$ cat src/rtl/keypad_scan_ctrl.sv
// keypad_scan_ctrl
//   Scans an NROWS x NCOLS key matrix, debounces one key at a time and
//   presents each debounced press as a key event with a valid/ack handshake.
//
//   Ports
//     clk        : single clock, rising edge
//     reset      : synchronous, active-high
//     rows       : asynchronous row sense lines, active-high
//     cols       : one-hot column drive
//     key_code   : key index, row*NCOLS+col
//     key_valid  : key event pending
//     key_ack    : consumer acknowledge of the pending event
//     key_held   : a debounced key is currently down
//     overrun    : one-cycle pulse when an event is dropped
//
//   Build option
//     KEYPAD_REPEAT_EN : when defined, a held key produces an extra event
//                        every REPEAT_CYCLES cycles.
module keypad_scan_ctrl #(
  parameter int NROWS           = 4,
  parameter int NCOLS           = 4,
  parameter int SCAN_DIV        = 1000,
  parameter int DEBOUNCE_CYCLES = 50000,
  parameter int REPEAT_CYCLES   = 500000,
  localparam int KW = (NROWS * NCOLS > 1) ? $clog2(NROWS * NCOLS) : 1
) (
  input  logic             clk,
  input  logic             reset,
  input  logic [NROWS-1:0] rows,
  output logic [NCOLS-1:0] cols,
  output logic [KW-1:0]    key_code,
  output logic             key_valid,
  input  logic             key_ack,
  output logic             key_held,
  output logic             overrun
);

  localparam int RW    = (NROWS > 1) ? $clog2(NROWS) : 1;
  localparam int CW    = (NCOLS > 1) ? $clog2(NCOLS) : 1;
  localparam int MAX_A = (SCAN_DIV > DEBOUNCE_CYCLES) ? SCAN_DIV : DEBOUNCE_CYCLES;
  localparam int MAXC  = (MAX_A > REPEAT_CYCLES) ? MAX_A : REPEAT_CYCLES;
  localparam int CNT_W = $clog2(MAXC + 1);

  localparam logic [CNT_W-1:0] SCAN_LAST = CNT_W'(SCAN_DIV - 1);
  localparam logic [CNT_W-1:0] DB_LAST   = CNT_W'(DEBOUNCE_CYCLES - 1);
  localparam logic [CW-1:0]    COL_LAST  = CW'(NCOLS - 1);

  typedef enum logic [1:0] {SCAN, PRESS_DB, HELD, RELEASE_DB} state_t;

  state_t             state_q, state_d;
  logic [NROWS-1:0]   sync1_q, srows_q;
  logic [CNT_W-1:0]   cnt_q, cnt_d;
  logic [CW-1:0]      col_q, col_d, col_next;
  logic [RW-1:0]      row_q, row_d, low_row;
  logic [KW-1:0]      code_q, code_d, key_idx;
  logic               valid_q, valid_d;
  logic               ovr_q, ovr_d;
  logic               key_bit;
  logic               ev;

`ifdef KEYPAD_REPEAT_EN
  localparam logic [CNT_W-1:0] REP_LAST = CNT_W'(REPEAT_CYCLES - 1);
  logic [CNT_W-1:0] rep_q, rep_d;
`endif

  // The column register is not advanced outside SCAN, so it doubles as the
  // captured column of the key being debounced.
  assign col_next = (col_q == COL_LAST) ? '0 : col_q + CW'(1);
  assign key_bit  = srows_q[row_q];
  assign key_idx  = KW'(row_q) * KW'(NCOLS) + KW'(col_q);

  always_comb begin
    low_row = '0;
    for (int i = NROWS - 1; i >= 0; i--) begin
      if (srows_q[i]) low_row = RW'(i);
    end
  end

  always_comb begin
    for (int i = 0; i < NCOLS; i++) cols[i] = (col_q == CW'(i));
  end

  always_comb begin
    state_d = state_q;
    cnt_d   = cnt_q;
    col_d   = col_q;
    row_d   = row_q;
    ev      = 1'b0;
`ifdef KEYPAD_REPEAT_EN
    rep_d   = rep_q;
`endif
    unique case (state_q)
      SCAN: begin
        if (|srows_q) begin
          row_d   = low_row;
          cnt_d   = '0;
          state_d = PRESS_DB;
        end else if (cnt_q == SCAN_LAST) begin
          cnt_d = '0;
          col_d = col_next;
        end else begin
          cnt_d = cnt_q + CNT_W'(1);
        end
      end
      PRESS_DB: begin
        if (!key_bit) begin
          state_d = SCAN;
          cnt_d   = '0;
          col_d   = col_next;
        end else if (cnt_q == DB_LAST) begin
          state_d = HELD;
          cnt_d   = '0;
          ev      = 1'b1;
`ifdef KEYPAD_REPEAT_EN
          rep_d   = '0;
`endif
        end else begin
          cnt_d = cnt_q + CNT_W'(1);
        end
      end
      HELD: begin
        if (!key_bit) begin
          state_d = RELEASE_DB;
          cnt_d   = '0;
        end
`ifdef KEYPAD_REPEAT_EN
        // Repeat count is kept (paused) across a release glitch.
        else if (rep_q == REP_LAST) begin
          rep_d = '0;
          ev    = 1'b1;
        end else begin
          rep_d = rep_q + CNT_W'(1);
        end
`endif
      end
      RELEASE_DB: begin
        if (key_bit) begin
          state_d = HELD;
        end else if (cnt_q == DB_LAST) begin
          state_d = SCAN;
          cnt_d   = '0;
          col_d   = col_next;
        end else begin
          cnt_d = cnt_q + CNT_W'(1);
        end
      end
      default: state_d = SCAN;
    endcase
  end

  // A new event while one is pending is dropped unless the pending one is
  // being acknowledged in the same cycle, in which case the new one replaces it.
  always_comb begin
    code_d  = code_q;
    valid_d = valid_q;
    ovr_d   = 1'b0;
    if (ev) begin
      if (valid_q && !key_ack) begin
        ovr_d = 1'b1;
      end else begin
        code_d  = key_idx;
        valid_d = 1'b1;
      end
    end else if (valid_q && key_ack) begin
      valid_d = 1'b0;
    end
  end

  always_ff @(posedge clk) begin
    if (reset) begin
      state_q <= SCAN;
      sync1_q <= '0;
      srows_q <= '0;
      cnt_q   <= '0;
      col_q   <= '0;
      row_q   <= '0;
      code_q  <= '0;
      valid_q <= 1'b0;
      ovr_q   <= 1'b0;
`ifdef KEYPAD_REPEAT_EN
      rep_q   <= '0;
`endif
    end else begin
      state_q <= state_d;
      sync1_q <= rows;
      srows_q <= sync1_q;
      cnt_q   <= cnt_d;
      col_q   <= col_d;
      row_q   <= row_d;
      code_q  <= code_d;
      valid_q <= valid_d;
      ovr_q   <= ovr_d;
`ifdef KEYPAD_REPEAT_EN
      rep_q   <= rep_d;
`endif
    end
  end

  assign key_code  = code_q;
  assign key_valid = valid_q;
  assign overrun   = ovr_q;
  assign key_held  = (state_q == HELD) || (state_q == RELEASE_DB);

endmodule

$ cat config.mk
export PLATFORM = sky130hd
export DESIGN_NAME = keypad_scan_ctrl
export DESIGN_NICKNAME = d
export VERILOG_FILES = /design/src/rtl/keypad_scan_ctrl.sv
export SDC_FILE = /design/constraint.sdc
export NUM_CORES = 1
export LEC_CHECK = 0
export CAP_MARGIN = 20
export CORE_UTILIZATION = 40
export DETAILED_ROUTE_END_ITERATION = 8
export GPL_ROUTABILITY_DRIVEN = 0
export PLACE_DENSITY_LB_ADDON = 0.05
export SYNTH_ARGS = -nofsm -noshare
export SYNTH_HDL_FRONTEND = slang
export SYNTH_SLANG_ARGS = --single-unit
$ cat constraint.sdc
create_clock -name clk -period 2.5 [get_ports clk]
set_clock_uncertainty 0.15 [all_clocks]
set_input_delay 0.375 -clock clk [delete_from_list [all_inputs] [get_ports clk]]
set_output_delay 0.375 -clock clk [all_outputs]
set_load 0.1 [all_outputs]
### Word level (Yosys, flattened, before mapping)

Index checks and enable logic that the tools add are counted.

* reduce and logical (&&, ||, !) cells: 16
* $lt $le $gt $ge: 1
* bitwise operators: 2
* equality and inequality tests: 18
* add/sub/neg operators: 3
* multiplexer cells: 34

Operator list (count)
* 19-bit 2-to-1 mux: 6
* 19-bit one-hot mux with 4 select lines: 1
* 2-bit 2-to-1 mux: 16
* 19-bit by 1-bit adder with 19-bit output (second input constant): 1
* 19-bit by 10-bit == test with 1-bit output (second input constant): 1
* 19-bit by 16-bit == test with 1-bit output (second input constant): 1
* 2-bit != test (second input constant): 8
* 2-bit == test (second input constant): 4
* 1-bit 2-to-1 mux: 8
* 2-bit one-hot mux with 4 select lines: 1
* 2-bit AND reduction: 4
* 3-bit != test (second input constant): 2
* 2-bit one-hot mux with 3 select lines: 1
* 6-bit AND reduction: 1
* 4-bit by 2-bit adder with 4-bit output: 1
* 2-bit by 1-bit == test with 1-bit output (second input constant): 2
* 2-bit logical NOT: 2
* 4-bit AND reduction: 1
* 4-bit OR reduction: 1
* 2-bit by 3-bit < comparator with 1-bit output (second input constant): 1
* 3-bit nonzero test: 1
* 2-bit by 1-bit adder with 2-bit output (second input constant): 1
* 1-bit binary-select mux with 2-bit select: 1
* 1-bit logical AND: 2
* other kinds (5): 6

* output and inout port bits: 11
* logic and storage cells: 83
* bits of input ports: 7
* bits in registers: 39

### Depth between registers and ports, before layout

Gate-level depths: netlist of the first run.

* word-level depth: 6
* mapped depth: 8
* depth with buffers taken out: 6

### Least setup slack after synthesis of the first run

Ideal clock, no wire load.

* path type: register -> register
* from: register cnt_q[0]
* to: register valid_q (netlist: key_valid)
* setup time: 70 ps
* arrival time: 2036 ps
* clock period less this slack: 2256 ps
* buffers on the path: 0
* path slack: 244 ps
* required time: 2280 ps
* stages on the path, launching flop included: 7
* path through: dfxtp_1 ha_1 nand2_2 or4b_1 or4_1 or4_1 a21oi_1

* longest elaborated chain between the ends: 6
* elaborated cells on any way between the ends: 8
* classes of those cells: 2 x eq/ne; 4 x mux; 2 x reduce/logical

RTL lines
* start: declaration: RTL line 52 `logic [CNT_W-1:0] cnt_q, cnt_d;`
* start signal: assignment: RTL line 187 `cnt_q <= cnt_d;`
* 19-bit by 16-bit == test with 1-bit output *: RTL line 110 `end else if (cnt_q == DB_LAST) begin`
* 1-bit 2-to-1 mux *: RTL line 110
* 1-bit 2-to-1 mux *: RTL line 106 `if (!key_bit) begin`
* 1-bit 2-to-1 mux *: RTL line 92 `unique case (state_q)`
* 2-bit != test (no source line) / 2-bit nonzero test (equally long branches)
* 2-bit AND reduction (no source line)
* end signal: assignment: RTL line 191 `valid_q <= valid_d;`
* end: declaration: RTL line 56 `logic valid_q, valid_d;`

Every way passes the cells marked *; elsewhere a longest branch is shown, timed or not.
A chain may end at the register's enable or synchronous reset.

### Worst setup path in the final report of the first run

Ends and elaborated chain as after synthesis.

==> impl_metrics.tcl, run 1 <==
set metrics [dict create \
    p_per_area_nw_per_um2 651 \
    dpl.hpwl_um 2710 \
    dieArea_um2 4950 \
    post_cts_resized 0 \
    syn-cell-area_um2 1870 \
    vias 1450 \
    drc 0 \
    start_util 0.424 \
    crit_buf_inv 0 \
    viasPerCell 5.31 \
    dieWidth_um 70.4 \
    synth_flop_cell "dfxtp_1" \
    synthTopCellsByArea "dfxtp_1 42%, xor2_1 5.6%, nor2_1 5.4%, mux2i_1 3.7%, ha_1 3.3%" \
    wl_met3_um 162 \
    maxCapViolations 0 \
    rsz0062_at_grt "no" \
    cp_slowest_cell "or4b_1" \
    wl_met1_um 1810 \
    grt_pass1_vias 1379 \
    yosysSeqAreaShare 0.417 \
    clockBufferDepth 2 \
    p_clk_frac 0.437 \
    htree_levels 2 \
    endpoint_kind "flop" \
    fin_crit_ps 2370 \
    postCtsHoldBufs 0 \
    timing.final.ws_setup_ps 126 \
    synth_top_area_frac 0.417 \
    crit_chain "ha_2 -> nand2_2 -> or4b_1 -> or4_1 -> or4_1 -> a21oi_1" \
    cts-root-buf "clkbuf_8" \
    path_clk_slew_ps 80 \
    core_um2 4410 \
    dr.pass1.iters 5 \
    startpoint_type "flop" \
    drt_first_iter_violations 44 \
    grt_max_degree 25 \
    cts_tree "built" \
    power_leakage_nw 0.802 \
    crit_family "simple AND/OR/NAND/NOR gates" \
    p_comb_frac 0.102 \
    dp_worst_setup_slack_ps 109 \
    drive_above_1_share 0.163 \
    syn_inst 201 \
    synth-warning-count 0 \
    ant_nets 0 \
    arrival_ps 2440 \
    synth_cell_types 46 \
    status "finished, final reports clean" \
    hp-class "reg2reg" \
    wl_per_cell_um 13.6 \
    overflow 0 \
    path_class "reg2reg" \
    cp_max_fo 4 \
    antenna_found_initial 0 \
    synth_edf_count 0 \
    finalCritPeriodShare 0.950 \
    slew_headroom 0.632 \
    tightest_slew_ps 552 \
    highest_layer "met4" \
    hold_viol_final 0 \
    synthArstFlopShare 0 \
    placementRows 24 \
    critPathLaunch "cnt_q[0]" \
    rr_endpoint "key_valid" \
    clock-sinks 39 \
    worst-path-stages 6 \
    syn_avg_cell_area_um2 9.31 \
    timing.fmax_ghz 0.421 \
    setup_viol 0 \
    finalMaxSlewViolations 0 \
    syn_to_final_growth_pct 16.5 \
    ys_seq_elements 39 \
    seqPwrFrac 0.460 \
    met2WireLength_um 1700 \
    finalSetupTns_ps 0 \
    p_total_mw 1.42 \
    r2r-start "cnt_q[0]" \
    die_y_um 70.4 \
    grt_pass1_wl_um 6360 \
    io_buffer_count 17 \
    worstPathRequired_ps 2570 \
    p_sw_frac 0.234 \
    clk_latency_ps 290 \
    ir_worst_vdd_mv 0.356 \
    ff2ff_path_depth 6 \
    intPower_mw 1.09 \
    ios 18 \
    path_common_cell "or4_1" \
    antenna_cells 0 \
    cts_inserted_buffers 5 \
    max_stage_delay_ps 490 \
    post_cts_buffers 0 \
    p_switching_mw 0.331 \
    yosys.area.top_type "dfxtp_1" \
    routed_wl_um 3700 \
    r2r_slack_ps 130 \
    crit_end "key_valid" \
    num-nets-final 232 \
    grt_usage 0.163 \
    synth_nets 213 \
]
-- layout make-up --
type | count | area (um2)
Fill cell | 436 | 2240
Multi-Input combinational cell | 149 | 1010
Sequential cell | 39 | 783
Timing Repair Buffer | 20 | 165
Clock buffer | 5 | 68.8
Clock inverter | 3 | 67.6
Tap cell | 52 | 65.1
Inverter | 5 | 18.8
-- cells by family after synthesis --
group           after synthesis  share of synthesized area
xor+xnor                     17                     0.0796
simple gates                100                      0.306
mux                           8                     0.0495
fa+ha+maj                     5                     0.0334
compound gates               19                     0.0669
buf+inv                      13                     0.0468
flops                        39                      0.417
-- worst min-delay path by stage --
stage | slack, ps | depth (start not counted) | start | end
6_report | 290 | 1 | sync1_q[0] | srows_q[0]
5_1_grt | 310 | 1 | sync1_q[3] | srows_q[3]
4_1_cts | 300 | 1 | sync1_q[3] | srows_q[3]
3_5_place_dp | 280 | 1 | sync1_q[0] | srows_q[0]
3_3_place_gp | 270 | 1 | sync1_q[0] | srows_q[0]
2_1_floorplan | 260 | 1 | sync1_q[0] | srows_q[0]
-- placed cells by master (no fill, tap or decap), types with 2 or more instances in the layout --
cell type and count:
dfxtp_1 37, nor2_1 27, buf_4 14, xor2_1 12, nor2b_1 10, nand2b_1 10
nand2_1 9, nand4_1 9, nand3_1 7, a21oi_1 7, mux2i_1 7, clkdlybuf4s50_1 6
inv_1 5, xnor2_1 5, clkbuf_8 5, ha_1 4, nor4_1 3, o21ai_0 3
and3_1 3, nor3b_1 2, and4_1 2, nor3_1 2, o21a_1 2, or4_1 2
bufinv_16 2, dfxtp_2 2
-- state kept, by name, summed over array words and instances (netlist names), named ones only --
register	cells
cnt_q	19
state_q	1
key_valid	1
overrun	1
row_q	2
srows_q	4
key_code	4
sync1_q	4
col_q	2
-- power groups by stage --
stage          Clock (mW)  Combinational (mW)  Sequential [mW]
2_1_floorplan           0               0.125            0.663
3_3_place_gp            0               0.142            0.665
3_5_place_dp            0               0.145            0.666
4_1_cts             0.637               0.146            0.652
5_1_grt             0.673               0.157            0.656
6_report            0.620               0.145            0.653
-- metrics by stage --
| step | instances | hold slack, ps | utilization | area [um2] |
|---|---|---|---|---|
| after CTS | 273 | 298 | 0.491 | 2170 |
| after floorplan | 201 | 264 | - | 1870 |
| after global placement | 265 | 271 | 0.460 | 2030 |
| after detailed placement | 265 | 278 | 0.460 | 2030 |
| final | 273 | 292 | 0.493 | 2180 |
| after global routing | 273 | 306 | 0.493 | 2180 |
-- Yosys cell counts, drive strengths merged, types with 3 or more instances --
library cell,number
nand2b,10
and3,4
nor2,27
ha,5
o21ai,3
nor2b,10
a21oi,7
mux2i,7
nor3,3
xnor2,5
nand2,10
nand4,9
or4,3
xor2,12
buf,3
clkbuf,5
dfxtp,39
inv,5
nor4,3
nand3,7
-- routing by layer --
metal / up-vias / track usage
li1: 734 / -
met1: 683 / 0.215
met2: 31 / 0.258
met3: 2 / 0.0433
met4: 0 / 0.0533
met5: - / 0
(Power assumes the default switching activity.)
==> run 2: changes to the inputs <==
--- a/config.mk
+++ b/config.mk
@@ -9,7 +9,7 @@
 export CORE_UTILIZATION = 40
 export DETAILED_ROUTE_END_ITERATION = 8
 export GPL_ROUTABILITY_DRIVEN = 0
-export PLACE_DENSITY_LB_ADDON = 0.05
+export PLACE_DENSITY = 0.62
 export SYNTH_ARGS = -nofsm -noshare
 export SYNTH_HDL_FRONTEND = slang
 export SYNTH_SLANG_ARGS = --single-unit
==> impl_metrics.tcl, run 2 (synthesis gave the netlist of run 1 again) <==
set metrics [dict create \
    status "finished, final reports clean" \
    worstPathRequired_ps 2560 \
    regArea_um2 782 \
    path_common_cell "or4_1" \
    num-nets-final 234 \
    p_comb_frac 0.124 \
    dieArea_um2 4950 \
    postCtsHoldBufs 0 \
    grt_pass1_wl_um 6120 \
    largest_register_ffs 19 \
    io_buffer_count 17 \
    grt_usage 0.158 \
    finalMaxSlewViolations 0 \
    ios 18 \
    p_per_area_nw_per_um2 563 \
    dieWidth_um 70.4 \
    timing.fmax_ghz 0.432 \
    max_stage_delay_ps 480 \
    wl_met1_um 1730 \
    endpoint_kind "flop" \
    cp_slowest_cell "or4b_1" \
    startpoint_type "flop" \
    highest_layer "met4" \
    p_clk_frac 0.335 \
    p_switching_mw 0.316 \
    clk_latency_ps 290 \
    regMostFlops "cnt_q" \
    cts_inserted_buffers 5 \
    dr.pass1.iters 4 \
    die_y_um 70.4 \
    drt_first_iter_violations 76 \
    setup_viol 0 \
    clock-sinks 39 \
    overflow 0 \
    finalCritPeriodShare 0.926 \
    dpl.hpwl_um 2440 \
    hold_viol_final 0 \
    intPower_mw 0.891 \
    path_clk_slew_ps 70 \
    start_util 0.424 \
    syn_to_final_growth_pct 14.6 \
    drive_above_1_share 0.152 \
    viasPerCell 4.99 \
    wl_per_cell_um 12.2 \
    met2WireLength_um 1420 \
    clockBufferDepth 2 \
    fin_crit_ps 2320 \
    ir_worst_vdd_mv 0.295 \
    arrival_ps 2380 \
    grt_pass1_vias 1291 \
    crit_chain "ha_2 -> nand2_2 -> or4b_1 -> or4_1 -> or4_1 -> nor3_1" \
    ant_nets 0 \
    maxCapViolations 0 \
    antenna_cells 0 \
    hp-class "reg2reg" \
    timing.hold.ws_ps 288 \
    tightest_slew_ps 539 \
    vias 1372 \
    htree_levels 2 \
    rsz0062_at_grt "no" \
    grt_max_degree 20 \
    finalSetupTns_ps 0 \
    seqPwrFrac 0.541 \
    power_leakage_nw 0.794 \
    path_class "reg2reg" \
    cp_max_fo 4 \
    cts-root-buf "clkbuf_8" \
    drc 0 \
    multi_input_area_um2 1000 \
    antenna_found_initial 0 \
    p_sw_frac 0.262 \
    nFillCells 424 \
    layout.cells.most_common "dfxtp_1" \
    placementRows 24 \
    slew_headroom 0.640 \
    cts_tree "built" \
    routed_wl_um 3370 \
    wl_met3_um 123 \
    core_um2 4410 \
    mostFrequentLayoutCells "38 x dfxtp_1, 27 x nor2_1, 15 x buf_4" \
]
-- run 2: power by group through the flow --
| stage | clock network (mW) | registers (mW) | logic, mW |
|---|---|---|---|
| 2_1_floorplan | 0 | 0.663 | 0.125 |
| 3_3_place_gp | 0 | 0.666 | 0.152 |
| 3_5_place_dp | 0 | 0.667 | 0.152 |
| 4_1_cts | 0.426 | 0.652 | 0.152 |
| 5_1_grt | 0.458 | 0.656 | 0.164 |
| 6_report | 0.404 | 0.653 | 0.150 |
-- run 2: critical path: cells and delay by family, from the launching register on --
family / cells / cell delay (ps)
simple gates: 5 / 1520
fa+ha+maj: 1 / 220
flops: 1 / 360
-- run 2: layer usage --
metal | vias up | global-route usage
li1 | 738 | -
met1 | 600 | 0.215
met2 | 26 | 0.226
met3 | 8 | 0.0447
met4 | 0 | 0.0800
met5 | - | 0
-- run 2: path summary, 6_finish.rpt --
kind	start	to	slack, ps	cells after the start
max	cnt_q[1]	overrun	180	6
min	sync1_q[3]	srows_q[3]	290	1
max reg2reg	cnt_q[1]	overrun	180	6
min reg2reg	sync1_q[3]	srows_q[3]	290	1
-- run 2: repair_timing --
action,4_1_cts,5_1_grt
setup endpoints to repair,0,1
buffers inserted,0,0
hold endpoints to repair,0,0
resized for setup,0,2
-- run 2: layout make-up --
| class | count | area share |
|---|---|---|
| multi-input cells | 149 | 0.468 |
| flip-flops and latches | 39 | 0.365 |
| repair buffers | 22 | 0.0898 |
| clock buffers | 7 | 0.0356 |
| well taps | 52 | 0.0303 |
| inverters | 5 | 0.00875 |
| clock inverters | 1 | 0.00233 |
-- run 2: metrics by stage --
stage                     worst slack (ps)  power, mW   util  area, um2  std cells
after floorplan                        244      0.788      -       1870        201
after global placement                 177      0.817  0.467       2060        267
after detailed placement               127      0.818  0.467       2060        267
after CTS                              112       1.23  0.485       2140        275
after global routing                  40.9       1.28  0.486       2140        275
final                                  184       1.21  0.486       2140        275
==> variant: new RTL, flow settings as in run 1 <==
Make the reset (`reset`) asynchronous in one clocked block.
--- a/src/rtl/keypad_scan_ctrl.sv
+++ b/src/rtl/keypad_scan_ctrl.sv
@@ -166,7 +166,7 @@
     end
   end
 
-  always_ff @(posedge clk) begin
+  always_ff @(posedge clk or posedge reset) begin
     if (reset) begin
       state_q <= SCAN;
       sync1_q <= '0;
Behaviour: differs if reset is asserted again (counterexample within 10 cycles, from zero or initial values and one cycle with reset high); with reset held inactive, the same outputs for 10 cycles.
==> variant against run 1 <==
Hold slack got worse by 0.091 ns. Sequential cell count did not move. Area after synthesis barely moved. Non-clock buffer count rose by 1. Setup slack improved by 0.058 ns. Via count fell by 9.4%. Wire length fell by 7.0%. Cell area rose by 1.0%. Critical path type unchanged. Largest cell class is now registers.
Power is not compared: it rests on default switching activity, and its combinational part moved more than twofold at a synthesized area within 25%.
==> variant: results (changes against run 1) <==
| Metric | Value |
|---|---|
| Yosys top cell area share | 52.2% (+10 points) |
| Reg-to-reg slack, setup | 0.18 ns (+0.06 ns) |
| WHS | 0.202 ns (-0.0906 ns) |
| Yosys cell types | 39 (-15%) |
| Async SR Flop Fraction | 100% (+100 points) |
| Met2 global-route usage | 28.1% (+2.3 points) |
| Fillers | 408 (-6.4%) |
| Slowest CP cell | or4_4 |
| Post-DR wirelength/cell | 13.8 microns (+2.0%) |
| Slew margin rel. | 61.5% (-1.6 points) |
| DR WL met3 | 106 microns (-35%) |
| Largest Register | cnt_q |
| Area grow syn2layout | 17.7% |
| Width of the die | 70.4 microns (about the same) |
| Setup crit end | key_code[1] |
| Routed wl met2 | 1670 microns (-1.9%) |
| Worst r2r src | cnt_q[4] |
| Placed wire-length estimate | 2470 microns (-8.9%) |
| Setup WS pre-CTS | 0.193 ns (+0.0840 ns) |
| First-pass GRT wire length | 6170 microns (-3.0%) |
| Fraction of area in registers | 44.3% (+8.4 points) |
| Compound-gate portion of the synthesized area | 6.69% (about the same) |
| Buffers, non-clock | 21 (+5.0%) |
| Syn Nets | 184 (-14%) |
| Synth cell count leaders | 39 x dfrtp_1, 23 x nor2_1, 16 x nand2_1 |
| Vias per inst | 5.27 (-0.72%) |
| Nets@finish | 208 (-10%) |
| Critical-path maximum fanout | 5 (+1) |
| Largest net degree at the start of global routing | 40 (+60%) |
| Clock-cell share of area | 5.34% (-0.92 points) |
| Leak Pwr | 0.985 nW |
| Post-Synth Adder-Cell Area | 3.35% (about the same) |
| Multiplexer share of the synthesized area | 5.42% (+0.47 points) |
| DRT Pass-1 Iters | 4 (-1) |
| Worst EP arrival | 2.34 ns (-0.10 ns) |
| Post-Route M1 WL | 1610 microns (-11%) |
| Met1 usage | 18.4% (-3.1 points) |
| Status | complete, no violations |
| Global-route usage over all layers | 16.1% (-0.18 points) |
| Register area share after synthesis | 52.2% (+10 points) |
| Synth Area in XOR/XNOR | 7.03% (-0.93 points) |
| Initial drt markers | 53 (+20%) |
| Biggest cell delay along the critical path | 0.56 ns (+0.07 ns) |
| Share of cells above drive strength 1 | 20.8% (+4.5 points) |
| Multi-input logic area | 851 sq um (-16%) |
| Count of multi-input gates | 124 (-17%) |
| Met3 usage | 3.03% (-1.3 points) |
| P_comb | 0.690 mW |
| Clock buf count | 6 (+1) |
| Vias in the first global route | 1384 (+0.36%) |
| Reg2Reg Depth | 5 (-1) |
| Ranking of synthesized cells by area | dfrtp_1 52%, xor2_1 5.2%, nor2_1 4.6% |
[variant: cell types whose count changed after synthesis, moves of 3 or more]
cell and delta:
nor2_1 -4, nand4_1 -4, mux2i_1 -7, dfrtp_1 +39
dfxtp_1 -39, nand2_1 +7, nor4_1 +3, nand2b_1 -8
nor2b_1 -8, a21oi_1 -3, mux2_2 +7
[variant: worst min-delay path by stage]
stage	from	end	cells after the start
floorplan	sync1_q[0]	srows_q[0]	0
global placement	sync1_q[3]	srows_q[3]	0
detailed placement	sync1_q[1]	srows_q[1]	0
CTS	sync1_q[1]	srows_q[1]	0
global route	sync1_q[1]	srows_q[1]	0
finish	sync1_q[1]	srows_q[1]	0
[variant: stage by stage]
step                power [mW]  cells
CTS                       2.03    249
global placement          1.46    241
global route              2.11    249
floorplan                 1.34    172
finish                    2.01    249
detailed placement        1.48    241
